==> config.mk <==
export PLATFORM = sky130hd
export DESIGN_NAME = spi_target
export DESIGN_NICKNAME = d
export VERILOG_FILES = /design/src/rtl/spi_target.sv
export SDC_FILE = /design/constraint.sdc
export NUM_CORES = 1
export LEC_CHECK = 0
export BUFFER_PORTS_ARGS = -buffer_cell sky130_fd_sc_hd__buf_2
export CAP_MARGIN = 10
export CORE_MARGIN = 2
export CORE_UTILIZATION = 52
export CTS_BUF_LIST = sky130_fd_sc_hd__clkbuf_4 sky130_fd_sc_hd__clkbuf_8
export DETAILED_ROUTE_END_ITERATION = 12
export PLACE_DENSITY = 0.77
export SYNTH_ARGS = -nofsm -noshare
export SYNTH_HDL_FRONTEND = slang
export SYNTH_SLANG_ARGS = --single-unit
==> constraint.sdc <==
create_clock -name clk -period 1.1 [get_ports clk]
set_input_delay 0.11 -clock clk [delete_from_list [all_inputs] [get_ports clk]]
set_output_delay 0.11 -clock clk [all_outputs]
set_load 0.01 [all_outputs]
==> src/rtl/spi_target.sv <==
// SPI mode-0 target: oversamples spi_clk/cs_n/mosi in the clk domain,
// deserialises MSB-first frames from mosi and serialises a queued reply on miso.
module spi_target #(
  parameter int unsigned FRAME_WIDTH = 8,
  parameter logic [7:0]  IDLE_FILL   = 8'hFF,
  parameter int unsigned SYNC_STAGES = 2
) (
  input  logic                   clk,
  input  logic                   rst,
  input  logic                   spi_clk,
  input  logic                   cs_n,
  input  logic                   mosi,
  output logic                   miso,
  input  logic [FRAME_WIDTH-1:0] tx_word,
  input  logic                   tx_valid,
  output logic                   tx_ready,
  output logic [FRAME_WIDTH-1:0] rx_word,
  output logic                   rx_valid,
  output logic                   tx_underrun,
  output logic                   frame_abort
);

  localparam logic [FRAME_WIDTH-1:0] FILL_WORD = FRAME_WIDTH'(IDLE_FILL);
  localparam logic [3:0]             LAST_BIT  = 4'(FRAME_WIDTH - 1);

  typedef enum logic {IDLE, SHIFT} state_t;

  state_t state, state_next;

  logic [SYNC_STAGES-1:0] sclk_sync, cs_sync, mosi_sync;
  logic                   sclk_prev;
  logic                   sclk_s, cs_s, mosi_s, rise, fall;

  logic [FRAME_WIDTH-1:0] hold, shift_reg, rx_shift;
  logic [FRAME_WIDTH-1:0] load_word, tx_shifted, rx_next;
  logic                   hold_full, reload_pending, frame_done;
  logic [3:0]             bit_cnt;

  logic load, tx_shift, rx_shift_en, last_bit, abort, to_idle;

  assign sclk_s = sclk_sync[SYNC_STAGES-1];
  assign cs_s   = cs_sync[SYNC_STAGES-1];
  assign mosi_s = mosi_sync[SYNC_STAGES-1];
  assign rise   = sclk_s & ~sclk_prev;
  assign fall   = ~sclk_s & sclk_prev;

  assign tx_ready   = ~hold_full;
  assign load_word  = hold_full ? hold : FILL_WORD;
  assign tx_shifted = shift_reg << 1;
  assign rx_next    = (rx_shift << 1) | FRAME_WIDTH'(mosi_s);

  // Equal-depth synchronisers keep spi_clk, cs_n and mosi aligned to each other
  always_ff @(posedge clk) begin
    if (rst) begin
      sclk_sync <= '0;
      cs_sync   <= '1;
      mosi_sync <= '0;
      sclk_prev <= 1'b0;
    end else begin
      sclk_sync <= {sclk_sync[SYNC_STAGES-2:0], spi_clk};
      cs_sync   <= {cs_sync[SYNC_STAGES-2:0], cs_n};
      mosi_sync <= {mosi_sync[SYNC_STAGES-2:0], mosi};
      sclk_prev <= sclk_s;
    end
  end

  // State register
  always_ff @(posedge clk) begin
    if (rst) state <= IDLE;
    else     state <= state_next;
  end

  // Next state and per-cycle control strobes; cs_n deassertion outranks any spi_clk edge
  always_comb begin
    state_next  = state;
    load        = 1'b0;
    tx_shift    = 1'b0;
    rx_shift_en = 1'b0;
    last_bit    = 1'b0;
    abort       = 1'b0;
    to_idle     = 1'b0;
    case (state)
      IDLE: begin
        if (!cs_s) begin
          load       = 1'b1;
          state_next = SHIFT;
        end
      end
      SHIFT: begin
        if (cs_s) begin
          to_idle    = 1'b1;
          abort      = (bit_cnt != 4'd0);
          state_next = IDLE;
        end else if (rise) begin
          rx_shift_en = 1'b1;
          last_bit    = (bit_cnt == LAST_BIT);
        end else if (fall) begin
          if (reload_pending) load     = 1'b1;
          else                tx_shift = 1'b1;
        end
      end
      default: state_next = IDLE;
    endcase
  end

  // Datapath: holding register, shifters, bit counter and output pulses
  always_ff @(posedge clk) begin
    if (rst) begin
      miso           <= 1'b1;
      hold           <= '0;
      hold_full      <= 1'b0;
      shift_reg      <= '0;
      rx_shift       <= '0;
      rx_word        <= '0;
      rx_valid       <= 1'b0;
      tx_underrun    <= 1'b0;
      frame_abort    <= 1'b0;
      bit_cnt        <= 4'd0;
      reload_pending <= 1'b0;
      frame_done     <= 1'b0;
    end else begin
      rx_valid    <= frame_done;
      frame_done  <= 1'b0;
      tx_underrun <= 1'b0;
      frame_abort <= abort;

      if (frame_done) rx_word <= rx_shift;

      // A word accepted while a load happens lands in holding, not in this load
      if (tx_valid && !hold_full) begin
        hold      <= tx_word;
        hold_full <= 1'b1;
      end else if (load) begin
        hold_full <= 1'b0;
      end

      if (load) begin
        shift_reg      <= load_word;
        miso           <= load_word[FRAME_WIDTH-1];
        tx_underrun    <= ~hold_full;
        reload_pending <= 1'b0;
      end

      if (tx_shift) begin
        shift_reg <= tx_shifted;
        miso      <= tx_shifted[FRAME_WIDTH-1];
      end

      if (rx_shift_en) begin
        rx_shift <= rx_next;
        if (last_bit) begin
          bit_cnt        <= 4'd0;
          frame_done     <= 1'b1;
          reload_pending <= 1'b1;
        end else begin
          bit_cnt <= bit_cnt + 4'd1;
        end
      end

      if (to_idle) begin
        miso           <= 1'b1;
        bit_cnt        <= 4'd0;
        reload_pending <= 1'b0;
      end
    end
  end

endmodule
# Word-level counts from Yosys, hierarchy flattened
# Index checks and enable logic that the tools add are counted.
# totals
word_cells,71
output_inout_bits,13
ff_bits,50
inputBits,14
# classes
n_bitwise,10
eq_ne,1
add_sub_neg,1
reduce_logical,10
mux,31
# ops
operator,count
1-bit 2-to-1 mux,26
7-bit 2-to-1 mux,2
8-bit 2-to-1 mux,1
8-bit by 1-bit bitwise OR with 8-bit output,1
2-bit OR reduction,4
1-bit inverter,7
"4-bit by 1-bit adder with 4-bit output, second input constant",1
"4-bit by 3-bit equality test with 1-bit output, second input constant",1
4-bit 2-to-1 mux,1
2-bit nonzero test,2
4-bit nonzero test,1
3-bit OR reduction,1
1-bit AND,2
1-bit case mux with 2 select lines,1
1-bit logical AND,1
1-bit zero test,1

# Logic depth before layout (Yosys ltp)
# depth
ltp_word,9
mapped_depth,5
ltp_nobuf,5

# Worst setup path before layout
# No wires, ideal clock.
# synth_path
kind,register to register
from,register sclk_sync[1]
to,register shift_reg[6]
n_path_buf,1
stages_incl_launch_ff,6
t_required_ns,0.966
path_slack_ns,-0.172
setup_time_ns,0.134
arrival_time_ns,1.138
period_less_slack_ns,1.272
cell_sequence,dfxtp_1 nand2b_1 or3_1 clkbuf_1 o22ai_1 a211oi_1
# synth_between
elab_chain_cells,7
elab_cells_between_ends,13
cone_classes,mux: 9; bitwise: 3; reduce/logical: 1
# synth_lines
element,line_no,text
from (decl),30,"logic [SYNC_STAGES-1:0] sclk_sync, cs_sync, mosi_sync;"
from (signal assigned),60,"sclk_sync <= {sclk_sync[SYNC_STAGES-2:0], spi_clk};"
1-bit inverter,45,assign fall = ~sclk_s & sclk_prev;
1-bit AND,45,
1-bit 2-to-1 mux,97,end else if (fall) begin
1-bit 2-to-1 mux,94,end else if (rise) begin
1-bit 2-to-1 mux,90,if (cs_s) begin
1-bit case mux with 2 select lines or 1-bit 2-to-1 mux (tied branches),82,case (state)
2-bit nonzero test (no source line) or 7-bit 2-to-1 mux (tied branches),--,
to (signal assigned),138,shift_reg <= load_word;
to (signal assigned),145,shift_reg <= tx_shifted;
to (decl),34,"logic [FRAME_WIDTH-1:0] hold, shift_reg, rx_shift;"
# Parallel ways exist; a longest one is shown, timed or not.
# A chain may end at the register's enable or synchronous reset.

# Worst setup path after layout
# layout_path
from,register reload_pending
to,register shift_reg[0]
# layout_between
elab_chain_cells,6
elab_cells_between_ends,11
cone_classes,mux: 10; reduce/logical: 1
# layout_lines
element,line_no,text
from (decl),36,"logic hold_full, reload_pending, frame_done;"
from (signal assigned),119,reload_pending <= 1'b0;
from (signal assigned),141,reload_pending <= 1'b0;
from (signal assigned),154,reload_pending <= 1'b1;
1-bit 2-to-1 mux,98,if (reload_pending) load = 1'b1;
1-bit 2-to-1 mux,97,
1-bit 2-to-1 mux,94,
1-bit 2-to-1 mux,90,
1-bit 2-to-1 mux,82,
2-bit OR reduction (no source line),--,
# Parallel ways exist; a longest one is shown, timed or not.

==> metrics.yaml <==
outcome:
  status: "complete, but fails checks"
  violations: "negative setup slack"
critical_path:
  start_kind: "flop"
  cpLargestDelayFamily: "simple AND/OR/NAND/NOR gates"
  crit_fanout: 5
  cp-end-kind: "flop"
  worstSetupPathType: "flop to flop"
  arrival_ps: 1630
  required_ps: 1380
  crit_slowest_cell: "dfxtp_2"
  cp_cell_sequence: "nand3b_1, buf_4, a21oi_4, nor3b_2, nor4_2"
  critPathMaxStageDelay_ps: 430
  worst-path-buf-inv: 1
floorplan:
  die_h_um: 62.97
  die_w_um: 62.97
  pin_count: 27
  rows: 21
  core_mm2: 0.003337
  initial_core_util_pct: 54.18
  die_area_mm2: 0.003965
sta:
  worst_slack_ps: -252.2
  hold_violations: 0
  finalCriticalPeriod_ps: 1352
  clock_skew_ps: 18.16
  rsz0062_at_grt: "yes"
  fin_crit_sh_pct: 122.9
  worst_pin_slew_ps: 348.1
  setup_viol: 29
  drv_slew: 0
  slew_headroom_pct: 76.55
  fmax_ghz: 0.7395
synthesis:
  yosys.cell_count.top_type: "dfxtp_1"
  synth_common_cells: "dfxtp_1, nor2_1, nand2_1, a21oi_1, mux2i_1"
  ys_seq_elements: 50
  synth_ff_type: "dfxtp_1"
  synth_area_mm2: 0.001808
  synth_top_cell_by_area: "dfxtp_1"
  synth.top_cells.by_area: "dfxtp_1, mux2i_1, nor2_1"
  yosys.area.top_type_share_pct: 55.36
  synth_cell_types: 30
  synth.avg_cell_area_um2: 9.224
  syn-num-nets: 212
  seq_area_frac_synth_pct: 55.36
  synth_warnings: 0
  synth_cells: 196
  async_reset_ff_share_pct: 0
  synth_edf_count: 0
clocking:
  cts_buffers: 5
  worst_skew_pair.late_latency_ps: 370
  cts_max_level: 2
  clockRootBuffer: "clkbuf_4"
  cts_buffer_depth: 2
  cts_tree: "yes"
  cts.sinks: 50
  cts.clk_slew.worst_paths_ps: 150
pwr:
  seqPwrFrac_pct: 60.8
  p_sw_share_pct: 24.46
  p_leak_nw: 1.056
  power_frac_clock_pct: 28.0
  ir_drop_uv: 951.1
  total_power_mw: 3.115
  p_int_mw: 2.353
  power_frac_comb_pct: 11.2
  powerDensity_mw_per_mm2: 1147
  p_switching_mw: 0.7619
route:
  routed_wl_um: 4988
  dr_wl_met3_um: 209
  wire_per_inst_um: 16.09
  drtPass1Iterations: 4
  via_count: 1677
  top_layer_used: "met4"
  wl_met1_um: 2065
  drc: 0
  first_iter_violations: 79
  antenna_left: 0
  routed-wl-met2_um: 2566
  vias_per_cell: 5.410
global_routing:
  grt.overflow.total: 0
  grt_pass1_vias: 1419
  grt_max_degree: 33
  grt_usage_pct: 20.61
  grt_pass1_wl_um: 6389
  antenna_found_initial: 0
layout:
  num_antenna_cells: 0
  fin_nets: 279
  final_core_util_pct: 81.40
  fin_cells: 310
  syn_to_final_growth_pct: 50.24
  drive_above_1_share_pct: 49.62
  top_regs: "hold x8, rx_shift x8, rx_word x8"
hold_path:
  hp-class: "input port to flop"
placed_design:
  placed_cells: 276
  gp_congestion: 0.8376
  place_ws_ps: -180.7
  hpwlAfterDp_um: 2399
  numPortBuffers: 26
job:
  max_cap_viol_count: 0
[through the flow]
step	instance area (um2)	TNS, ps	hold WS (ps)
2_1_floorplan	1829	-812.4	213.8
3_3_place_gp	2117	-1454	292.9
3_5_place_dp	2117	-2328	295.3
4_1_cts	2420	-2014	39.09
5_1_grt	2716	-5608	42.61
6_report	2716	-4487	40.43
[logic make-up after synthesis]
family          share of synthesized area, %
simple gates                           21.25
xor+xnor                              0.4845
fa+ha+maj                              1.384
buf+inv                                3.737
flops                                  55.36
mux                                    6.644
compound gates                         11.14
[power by group through the flow]
stage	registers [mW]	logic, mW	clock network, mW
after floorplan	1.92	0.119	0
after global placement	1.93	0.195	0
after detailed placement	1.93	0.199	0
after CTS	1.89	0.267	0.891
after global routing	1.90	0.371	0.974
final	1.90	0.348	0.872
[routing by layer]
layer  global-route usage [%]  vias up
met5                        0        -
met4                    5.833        0
met3                    6.126       15
met2                    35.24       52
met1                    25.03      817
li1                         -      793
[worst paths after layout]
| path | startpoint | endpoint | slack [ps] | depth (start not counted) |
|---|---|---|---|---|
| max reg2reg | reload_pending | shift_reg[0] | -250 | 5 |
| min reg2reg | cs_sync[0] | cs_sync[1] | 430 | 1 |
| max | reload_pending | shift_reg[0] | -250 | 5 |
| min | tx_valid | hold_full | 40 | 3 |
[timing repair]
item                                    4_1_cts  5_1_grt
hold buffers                                 11        0
pin swaps                                    13       16
gates cloned                                  0        1
endpoints found under the hold margin        11        0
gates resized for setup                      24       56
buffers inserted                              3       11
endpoints found under the setup margin       24       33
[worst reg2reg max path, stage by stage (launching register included)]
cell	delay (ps)
dfxtp_2	430
nand3b_1	150
buf_4	180
a21oi_4	180
nor3b_2	260
nor4_2	80
[layout by cell type, fill, tap and decap left out, types with 3 or more instances in the layout]
master,n
nand2_2,7
mux2i_1,12
a211oi_1,4
dfxtp_2,5
dlygate4sd3_1,11
buf_2,25
nand2b_4,3
nand2_1,12
nor2b_1,6
buf_6,11
dfxtp_1,43
nor2_1,24
o22ai_2,4
buf_4,21
nand2_4,3
a21oi_2,13
inv_1,6
clkbuf_4,5
a21oi_1,6
nor2_2,5
[layout make-up]
class	count	area [um2]
repair buffers	70	551.8
well taps	46	57.56
fillers	192	620.6
flip-flops and latches	50	1015
clock inverters	2	12.51
inverters	7	26.28
multi-input cells	129	1002
clock buffers	6	51.30
Note: power is estimated with default switching activity, not from simulation.
